### config.mk
export PLATFORM = sky130hd
export DESIGN_NAME = regfile_wb_arbiter_flat
export DESIGN_NICKNAME = d
export VERILOG_FILES = /design/src/rtl/rapid_pkg.sv /design/src/rtl/regfile_wb_arbiter_if.sv /design/src/rtl/regfile_wb_arbiter_rr_arbiter.sv /design/src/rtl/regfile_wb_arbiter.sv /design/src/flat_wrapper.sv
export SDC_FILE = /design/constraint.sdc
export NUM_CORES = 1
export LEC_CHECK = 0
export ABC_CLOCK_PERIOD_IN_PS = 3110
export CAP_MARGIN = 10
export CORE_MARGIN = 2
export CORE_UTILIZATION = 30
export CTS_BUF_LIST = sky130_fd_sc_hd__clkbuf_4 sky130_fd_sc_hd__clkbuf_8
export DETAILED_ROUTE_END_ITERATION = 7
export PLACE_DENSITY = 0.69
export RECOVER_POWER = 100
export REMOVE_ABC_BUFFERS = 1
export SLEW_MARGIN = 20
export SYNTH_ARGS = -nofsm -noshare
export SYNTH_HDL_FRONTEND = slang
export SYNTH_HIERARCHICAL = 1
export SYNTH_SLANG_ARGS = --single-unit
### constraint.sdc
create_clock -name i_clk -period 3.11 [get_ports i_clk]
set_input_delay 0.7775 -clock i_clk [delete_from_list [all_inputs] [get_ports i_clk]]
set_output_delay 0.7775 -clock i_clk [all_outputs]
set_load 0.1 [all_outputs]
### src/rtl/rapid_pkg.sv
// ---------------------------------------------------------------------------
// rapid_pkg
//   Shared core-wide constants and types used by the writeback arbiter.
//   Contents:
//     XLEN        datapath width (32)
//     REG_ADDR_W  architectural register index width (5)
//     NUM_REGS    number of architectural registers (32)
//     MAX_WB_REQ  upper bound on writeback requesters (8)
//     wb_req_s    one writeback request: destination register + result data
//     ptr_width() width of an index into an n-entry vector (at least 1 bit)
// ---------------------------------------------------------------------------
package rapid_pkg;

  localparam int XLEN       = 32;
  localparam int REG_ADDR_W = 5;
  localparam int NUM_REGS   = 32;
  localparam int MAX_WB_REQ = 8;

  typedef struct packed {
    logic [REG_ADDR_W-1:0] rd;
    logic [XLEN-1:0]       data;
  } wb_req_s;

  function automatic int ptr_width(input int n);
    return (n > 1) ? $clog2(n) : 1;
  endfunction

endpackage

### src/rtl/regfile_wb_arbiter_if.sv
// ---------------------------------------------------------------------------
// regfile_wb_arbiter_if
//   Writeback request bundle between the execute/memory units and the
//   register-file writeback arbiter.
//   Signals:
//     req_valid[k]  requester k has a result to write
//     req[k]        destination register and data of requester k
//     req_ready[k]  requester k is accepted this cycle (combinational)
//   Modports:
//     master  requester side (drives valid/req, observes ready)
//     slave   arbiter side   (observes valid/req, drives ready)
// ---------------------------------------------------------------------------
interface regfile_wb_arbiter_if #(
  parameter int NUM_REQ = 3
) ();
  import rapid_pkg::*;

  logic    [NUM_REQ-1:0] req_valid;
  wb_req_s [NUM_REQ-1:0] req;
  logic    [NUM_REQ-1:0] req_ready;

  modport master (output req_valid, output req, input  req_ready);
  modport slave  (input  req_valid, input  req, output req_ready);

endinterface

### src/rtl/regfile_wb_arbiter_rr_arbiter.sv
// ---------------------------------------------------------------------------
// rr_arbiter
//   Combinational round-robin picker: grants the first asserted request at
//   or after i_ptr, wrapping past N-1 back to 0.
//   Ports:
//     i_req          request vector
//     i_ptr          highest-priority index this cycle (must be < N)
//     o_grant        one-hot grant (all zero when no request)
//     o_grant_idx    binary index of the granted request
//     o_grant_valid  some request was granted
// ---------------------------------------------------------------------------
module rr_arbiter
  import rapid_pkg::*;
#(
  parameter  int N     = 3,
  localparam int PTR_W = ptr_width(N)
) (
  input  logic [N-1:0]     i_req,
  input  logic [PTR_W-1:0] i_ptr,
  output logic [N-1:0]     o_grant,
  output logic [PTR_W-1:0] o_grant_idx,
  output logic             o_grant_valid
);

  // One extra bit so ptr + offset never overflows before the wrap.
  logic [PTR_W:0] idx;

  always_comb begin
    // NOTE: every output gets a default before the loop; a path that skips
    // an assignment would otherwise infer a latch.
    o_grant       = '0;
    o_grant_idx   = '0;
    o_grant_valid = 1'b0;
    idx           = '0;
    for (int i = 0; i < N; i++) begin
      idx = {1'b0, i_ptr} + (PTR_W+1)'(i);
      if (idx >= (PTR_W+1)'(N)) idx = idx - (PTR_W+1)'(N);
      if (!o_grant_valid && i_req[idx[PTR_W-1:0]]) begin
        o_grant_valid              = 1'b1;
        o_grant_idx                = idx[PTR_W-1:0];
        o_grant[idx[PTR_W-1:0]]    = 1'b1;
      end
    end
  end

endmodule

### src/rtl/regfile_wb_arbiter.sv
// ---------------------------------------------------------------------------
// regfile_wb_arbiter
//   Shares the single register-file write port between NUM_REQ writeback
//   sources. Requests to x0 are drained immediately without a write; the
//   rest are arbitrated round-robin and the winner is registered onto
//   o_rd/o_rd_data one cycle later (o_rd == 0 means no write).
//   Optional feature macro: RAPID_WB_SCOREBOARD_EN builds a per-register
//   busy scoreboard; without it the busy outputs are tied low.
//   Ports:
//     i_clk, i_reset        clock, asynchronous active-high reset
//     wb (slave)            requester valid / {rd,data} / ready bundle
//     o_rd, o_rd_data       register-file write port (registered)
//     i_issue_valid/_rd     issued instruction that will write i_issue_rd
//     i_rs1, i_rs2          source registers being decoded
//     o_rs1_busy/_rs2_busy  source has an outstanding write
//   NUM_REQ must be in 2..MAX_WB_REQ.
// ---------------------------------------------------------------------------
module regfile_wb_arbiter
  import rapid_pkg::*;
#(
  parameter int NUM_REQ = 3
) (
  input  logic                  i_clk,
  input  logic                  i_reset,
  regfile_wb_arbiter_if.slave   wb,
  output logic [REG_ADDR_W-1:0] o_rd,
  output logic [XLEN-1:0]       o_rd_data,
  input  logic                  i_issue_valid,
  input  logic [REG_ADDR_W-1:0] i_issue_rd,
  input  logic [REG_ADDR_W-1:0] i_rs1,
  input  logic [REG_ADDR_W-1:0] i_rs2,
  output logic                  o_rs1_busy,
  output logic                  o_rs2_busy
);

  localparam int PTR_W = ptr_width(NUM_REQ);

  logic [NUM_REQ-1:0] drain;
  logic [NUM_REQ-1:0] arb_req;
  logic [NUM_REQ-1:0] grant;
  logic [PTR_W-1:0]   grant_idx;
  logic               grant_valid;
  logic [PTR_W-1:0]   rr_ptr;

  // x0 results never reach the write port, so they are accepted at once
  // and kept out of arbitration.
  always_comb begin
    drain   = '0;
    arb_req = '0;
    for (int k = 0; k < NUM_REQ; k++) begin
      drain[k]   = wb.req_valid[k] && (wb.req[k].rd == '0);
      arb_req[k] = wb.req_valid[k] && (wb.req[k].rd != '0);
    end
  end

  rr_arbiter #(.N(NUM_REQ)) u_rr_arbiter (
    .i_req         (arb_req),
    .i_ptr         (rr_ptr),
    .o_grant       (grant),
    .o_grant_idx   (grant_idx),
    .o_grant_valid (grant_valid)
  );

  // Held in reset, nothing is accepted so pending requests are dropped.
  assign wb.req_ready = i_reset ? '0 : (drain | grant);

  // NOTE: sequential state uses non-blocking assignments so every flop
  // samples pre-edge values regardless of statement order.
  always_ff @(posedge i_clk or posedge i_reset) begin
    if (i_reset) begin
      rr_ptr    <= '0;
      o_rd      <= '0;
      o_rd_data <= '0;
    end else if (grant_valid) begin
      o_rd      <= wb.req[grant_idx].rd;
      o_rd_data <= wb.req[grant_idx].data;
      rr_ptr    <= (grant_idx == PTR_W'(NUM_REQ-1)) ? '0 : grant_idx + PTR_W'(1);
    end else begin
      // Data is left as-is on idle cycles; o_rd == 0 already means no write.
      o_rd <= '0;
    end
  end

`ifdef RAPID_WB_SCOREBOARD_EN
  logic [NUM_REGS-1:0] busy;
  logic [NUM_REGS-1:0] busy_nxt;

  // Clear for the landing write first, then set for a new issue, so a
  // same-register set and clear in one cycle leaves the bit set.
  always_comb begin
    busy_nxt = busy;
    if (o_rd != '0) busy_nxt[o_rd] = 1'b0;
    if (i_issue_valid && (i_issue_rd != '0)) busy_nxt[i_issue_rd] = 1'b1;
    busy_nxt[0] = 1'b0;
  end

  // NOTE: the busy vector is control state, not a storage array, so it is
  // reset; stale busy bits after reset would stall decode forever.
  always_ff @(posedge i_clk or posedge i_reset) begin
    if (i_reset) busy <= '0;
    else         busy <= busy_nxt;
  end

  // The regfile bypasses the write landing this cycle, so that source is
  // not reported busy.
  assign o_rs1_busy = busy[i_rs1] && (o_rd != i_rs1);
  assign o_rs2_busy = busy[i_rs2] && (o_rd != i_rs2);
`else
  logic unused_scoreboard_inputs;
  assign unused_scoreboard_inputs = ^{i_issue_valid, i_issue_rd, i_rs1, i_rs2};
  assign o_rs1_busy = 1'b0;
  assign o_rs2_busy = 1'b0;
`endif

endmodule

### src/flat_wrapper.sv
// flat-port wrapper written by rule: the top's interface ports become plain ports
module regfile_wb_arbiter_flat import rapid_pkg::*;
#(
  parameter int NUM_REQ = 3
)
  (i_clk, i_reset, o_rd, o_rd_data, i_issue_valid, i_issue_rd, i_rs1, i_rs2, o_rs1_busy, o_rs2_busy, wb_req_valid, wb_req, wb_req_ready);
  regfile_wb_arbiter_if #(.NUM_REQ(NUM_REQ)) wb_i ();
  input  logic i_clk;
  input  logic i_reset;
  output logic [REG_ADDR_W-1:0] o_rd;
  output logic [XLEN-1:0] o_rd_data;
  input  logic i_issue_valid;
  input  logic [REG_ADDR_W-1:0] i_issue_rd;
  input  logic [REG_ADDR_W-1:0] i_rs1;
  input  logic [REG_ADDR_W-1:0] i_rs2;
  output logic o_rs1_busy;
  output logic o_rs2_busy;
  input wire logic [$bits(wb_i.req_valid)-1:0] wb_req_valid;
  input wire logic [$bits(wb_i.req)-1:0] wb_req;
  output wire logic [$bits(wb_i.req_ready)-1:0] wb_req_ready;
  assign wb_i.req_valid = wb_req_valid;
  assign wb_i.req = wb_req;
  assign wb_req_ready = wb_i.req_ready;
  regfile_wb_arbiter #(.NUM_REQ(NUM_REQ)) u_core (.i_clk(i_clk), .i_reset(i_reset), .wb(wb_i), .o_rd(o_rd), .o_rd_data(o_rd_data), .i_issue_valid(i_issue_valid), .i_issue_rd(i_issue_rd), .i_rs1(i_rs1), .i_rs2(i_rs2), .o_rs1_busy(o_rs1_busy), .o_rs2_busy(o_rs2_busy));
endmodule
# Word-level counts from Yosys, hierarchy flattened
# Index checks and enable logic that the tools add are counted.
[totals]
output_inout_bits = 42
inputBits = 132
regBits = 39
[op_classes]
reduce_logical = 19
n_mux = 29
n_addsub = 6
n_lt_le_gt_ge = 10
eq_ne = 1
bitwise_logic = 3
[ops]
columns = ["op", "count"]
rows = [
  ["binary-select mux 37 bit (select 2 bit)", 1],
  ["two-way mux 37 bit", 1],
  ["logical NOT 5 bit", 3],
  ["nonzero test 5 bit", 3],
  ["two-way mux 2 bit", 7],
  ["less-than comparator 2 x 3 -> 1 bit, second input constant", 4],
  ["two-way mux 3 bit", 4],
  ["logical AND 1 bit", 11],
  ["two-way mux 1 bit", 9],
  ["bitwise OR 3 bit", 3],
  ["binary-select mux 1 bit (select 2 bit)", 3],
  ["demux 1 bit (select 2 bit)", 3],
  [">= comparator 2 x 1 -> 1 bit, second input constant", 3],
  [">= comparator 3 x 2 -> 1 bit, second input constant", 2],
  ["subtractor 2 bit, second input constant", 3],
  ["two-way mux 5 bit", 1],
  ["adder 2 x 1 -> 3 bit, second input constant", 1],
  ["adder 2 x 2 -> 3 bit, second input constant", 1],
  ["adder 2 x 1 -> 2 bit, second input constant", 1],
  ["equality test 2 bit, second input constant", 1],
  [">= comparator 2 bit, second input constant", 1],
  ["logical NOT 1 bit", 2],
]

# Longest topological paths before layout
[logic_depth]
ltp_word = 14
mapped_depth = 12
ltp_nobuf = 9

# Cells and area by module
# Netlist, hierarchy kept.
[by_module_without_submodules]
columns = ["mod", "area_per_inst_um2", "instances", "cells_each", "seq_area_each_um2"]
rows = [
  ["regfile_wb_arbiter", 2363.5, 1, 262, 975.9],
  ["rr_arbiter", 281.5, 1, 41, 0.0],
]

# Worst setup path before layout
# Ideal clock, no wire load.
[synth_timing]
path_type = "input port to output port"
from = "input wb_req[72]"
to = "output wb_req_ready[0]"
cell_stages = 8
path_buffers = 0
arrival_ns = 3.167
path_slack_ns = -0.835
path_cell_list = "nor2_1 a21boi_0 mux2i_1 o21ai_0 o2111ai_1 a22oi_1 a31oi_1 nor2_1"
[synth_between]
elab_chain_len = 13
[synth_lines]
columns = ["item", "line", "source"]
rows = [
  ["from (decl)", "flat_wrapper.sv:19", "input wire logic [$bits(wb_i.req)-1:0] wb_req;"],
  ["nonzero test 5 bit (*)", "regfile_wb_arbiter.sv:52", "arb_req[k] = wb.req_valid[k] && (wb.req[k].rd != '0);"],
  ["logical AND 1 bit (*)", "regfile_wb_arbiter.sv:52", ""],
  ["net u_core.arb_req[1]", "regfile_wb_arbiter.sv:39", "logic [NUM_REQ-1:0] arb_req;"],
  ["binary-select mux 1 bit (select 2 bit)", "regfile_wb_arbiter_rr_arbiter.sv:38", "if (!o_grant_valid && i_req[idx[PTR_W-1:0]]) begin"],
  ["two-way mux 1 bit (not written as such)", "regfile_wb_arbiter_rr_arbiter.sv:38", ""],
  ["two-way mux 1 bit", "regfile_wb_arbiter_rr_arbiter.sv:38", ""],
  ["logical NOT 1 bit", "regfile_wb_arbiter_rr_arbiter.sv:38", ""],
  ["logical AND 1 bit", "regfile_wb_arbiter_rr_arbiter.sv:38", ""],
  ["two-way mux 1 bit", "regfile_wb_arbiter_rr_arbiter.sv:38", ""],
  ["logical NOT 1 bit", "regfile_wb_arbiter_rr_arbiter.sv:38", ""],
  ["logical AND 1 bit", "regfile_wb_arbiter_rr_arbiter.sv:38", ""],
  ["two-way mux 3 bit (*)", "regfile_wb_arbiter_rr_arbiter.sv:38", ""],
  ["net u_core.grant[0]", "regfile_wb_arbiter.sv:40", "logic [NUM_REQ-1:0] grant;"],
  ["bitwise OR 3 bit (*)", "regfile_wb_arbiter.sv:65", "assign wb.req_ready = i_reset ? '0 : (drain | grant);"],
  ["two-way mux 3 bit (*)", "regfile_wb_arbiter.sv:65", ""],
  ["to (decl)", "flat_wrapper.sv:20", "output wire logic [$bits(wb_i.req_ready)-1:0] wb_req_ready;"],
]
# Mark *: on every way through the listed nets, which the timed path passes. The rest lies on a longest branch. The select of a mux whose other input is x is not followed.

# Worst setup path in the final report
[layout_timing]
from = "input wb_req[33]"
to = "output wb_req_ready[0]"
# The elaborated chain is that of the path after synthesis.

==> metrics.cfg <==
[outcome]
outcome = completed

[floorplan]
start_util_pct = 30.6
die_h_um = 97.9
io-pin-count = 174
core_um2 = 8640
rows = 34
dieArea_um2 = 9580
die_w_um = 97.9

[sta]
worst_slack_ns = 0.0425
maxSlewViolCount = 0
finClkSkew_ns = 0.00889
setup_viol = 0
grt_setup_unrepaired = yes
post-route-period-util_pct = 98.6
fmax_ghz = 0.326
period_minus_slack_ns = 3.07
finalHoldViolations = 0

[grt]
grt_pass1_vias = 2912
grt_pass1_wl_mm = 13.9
antenna_found_initial = 0
grt.total_usage_pct = 17.5
grt_start_max_net_pins = 29
grt_overflow_total = 0

[placed_design]
dpl.hpwl_mm = 6.48
gp_congestion = 0.773
post-place-ws_ns = -0.734
port-buffer-count = 155

[run]
drv_cap = 0

[worst_setup_path]
critical_path_required_ns = 2.33
crit_type = in -> out
cp_slowest_cell = nor3_4
max_stage_delay_ns = 0.24
critPathCaptureType = output pin
crit_fanout = 4
worstSetupStartpointType = input port
crit_chain = buf_8, nor3_4, a21boi_4, mux2i_1, buf_4, o21ai_4, a21oi_2, a22oi_2, a31oi_1, nor2_1, buf_12
arrival_ns = 2.29

[clock_network]
htree_num_levels = 2
clock_sinks = 39
clock-root-buffer = clkbuf_8
postCtsHoldBufs = 0
cts_buffers = 5
worstSkewPairLatency_ns = 0.29
cts.path.max_buffers = 2
clk_pin_slew_ns = 0.08
cts_tree = yes

[layout]
num-nets-final = 621
fillers = 773
multi_input_area_um2 = 1650
fin_util_pct = 54.4
area_growth_pct = 77.7
final-seq-area_um2 = 976
drive_gt1_share_pct = 29.2
antenna_cells = 0

[min_path]
hold_class = reg -> reg

[synth]
synth_cells = 303
synth_seq_cells = 39
yosys_warnings = 6
ys_types = 34
syn_avg_cell_area_um2 = 8.73
syn_area_um2 = 2650
ys_seq_area_share_pct = 36.9

[drt]
via_per_inst = 4.75
routedWlPerCell_um = 14.1
wl_mm = 8.37
dr.pass1.iters = 4
ant_nets = 0
vias = 2822
drc = 0
first_iter_violations = 63

## routing by layer
layer | wire [um] | share of wire, % | GRT usage (%)
met1 | 3350 | 40 | 20.4
met2 | 4340 | 52 | 32.3
met3 | 586 | 7.0 | 4.80
met4 | 90 | 1.1 | 3.42
met5 | 0 | 0 | 0
## layout make-up
| cell class | instances | area share (%) |
|---|---|---|
| Sequential cell | 39 | 20.8 |
| Clock buffer | 5 | 1.46 |
| Multi-Input combinational cell | 237 | 35.2 |
| Timing Repair Buffer | 198 | 38.8 |
| Clock inverter | 3 | 0.532 |
| Tap cell | 108 | 2.88 |
| Inverter | 4 | 0.319 |
## worst max-delay path, delay by kind of cell
family | cells | cell delay, ns
buf+inv | 3 | 0.43
compound gates | 5 | 0.56
mux | 1 | 0.19
simple gates | 2 | 0.34
## timing repair
item / in CTS / in global routing
gates resized for setup: 84 / 28
endpoints found under the setup margin: 42 / 3
pin swaps: 17 / 14
setup buffers: 13 / 5
## flip-flops by register name, summed over array words and instances (netlist names)
signal	flops
u_core/rr_ptr	2
u_core/o_rd_data	32
u_core/o_rd	5
## cell families after synthesis
family	synth area share, %
compound gates	13.7
simple gates	23.8
fa+ha+maj	1.89
buf+inv	7.10
mux	16.5
flops	36.9
other cells	0.142
## cell usage after synthesis
master	number	area (um^2)
a21boi_0	3	22.5
a21oi_1	6	30.0
a22oi_1	1	7.51
a31oi_1	34	213
and2_1	5	31.3
and2b_2	1	8.76
buf_12	3	60.1
buf_2	5	25.0
buf_4	3	22.5
buf_6	2	22.5
clkbuf_1	10	37.5
clkbuf_2	1	5.00
conb_1	1	3.75
dfrtp_1	39	976
ha_1	4	50.1
inv_1	4	15.0
mux2_2	2	22.5
mux2i_1	39	390
mux2i_4	1	22.5
nand2_1	36	135
nand2b_1	1	6.26
nand3b_1	8	60.1
nor2_1	41	154
nor2b_2	1	8.76
nor3_1	4	20.0
o2111ai_1	1	8.76
o21a_1	1	7.51
o21ai_0	10	50.1
o21ai_1	1	5.00
o21ai_2	1	8.76
o221ai_1	1	8.76
or2_1	27	169
or2_2	5	31.3
or3_1	1	6.26
## final timing paths
path / depth (start not counted) / slack [ns] / to / from
max: 11 / 0.04 / wb_req_ready[0] / wb_req[33]
min: 1 / 0.52 / u_core/o_rd_data[28] / u_core/o_rd_data[28]
max reg2reg: 14 / 0.34 / u_core/o_rd_data[3] / u_core/rr_ptr[1]
min reg2reg: 1 / 0.52 / u_core/o_rd_data[28] / u_core/o_rd_data[28]
max in group asynchronous: 3 / 1.63 / u_core/o_rd_data[3] / i_reset
min in group asynchronous: 2 / 0.92 / u_core/o_rd_data[17] / i_reset
## placed cells by master, fill, tap and decap left out, drive strengths merged
cell	Yosys	final
nor3	4	4
and2b	1	1
ha	4	4
inv	4	4
a31oi	34	34
a21boi	3	3
or3	1	1
o21a	1	1
dfrtp	39	39
nand3b	8	8
and2	5	5
conb	1	2
clkdlybuf4s15	0	1
clkdlybuf4s50	0	97
buf	13	95
clkinvlp	0	1
clkinv	0	2
mux2i	40	40
a21oi	6	6
clkbuf	11	10
nor2b	1	1
or2	32	32
o2111ai	1	1
o21ai	12	12
mux2	2	2
nand2	36	36
nor2	41	41
o221ai	1	1
a22oi	1	1
nand2b	1	1
## stage by stage
stage	instances	setup TNS (ns)	hold slack (ns)	area, um^2
CTS	589	-0.00534	0.522	4630
finish	594	0	0.520	4700
global route	594	-0.0975	0.555	4700
detailed placement	569	-20.57	0.503	4380
global placement	569	-14.46	0.481	4380
floorplan	280	-163.24	0.534	2480
Power is not shown: default switching activity piles up to over one toggle a cycle in this logic, so the estimate is an artifact.
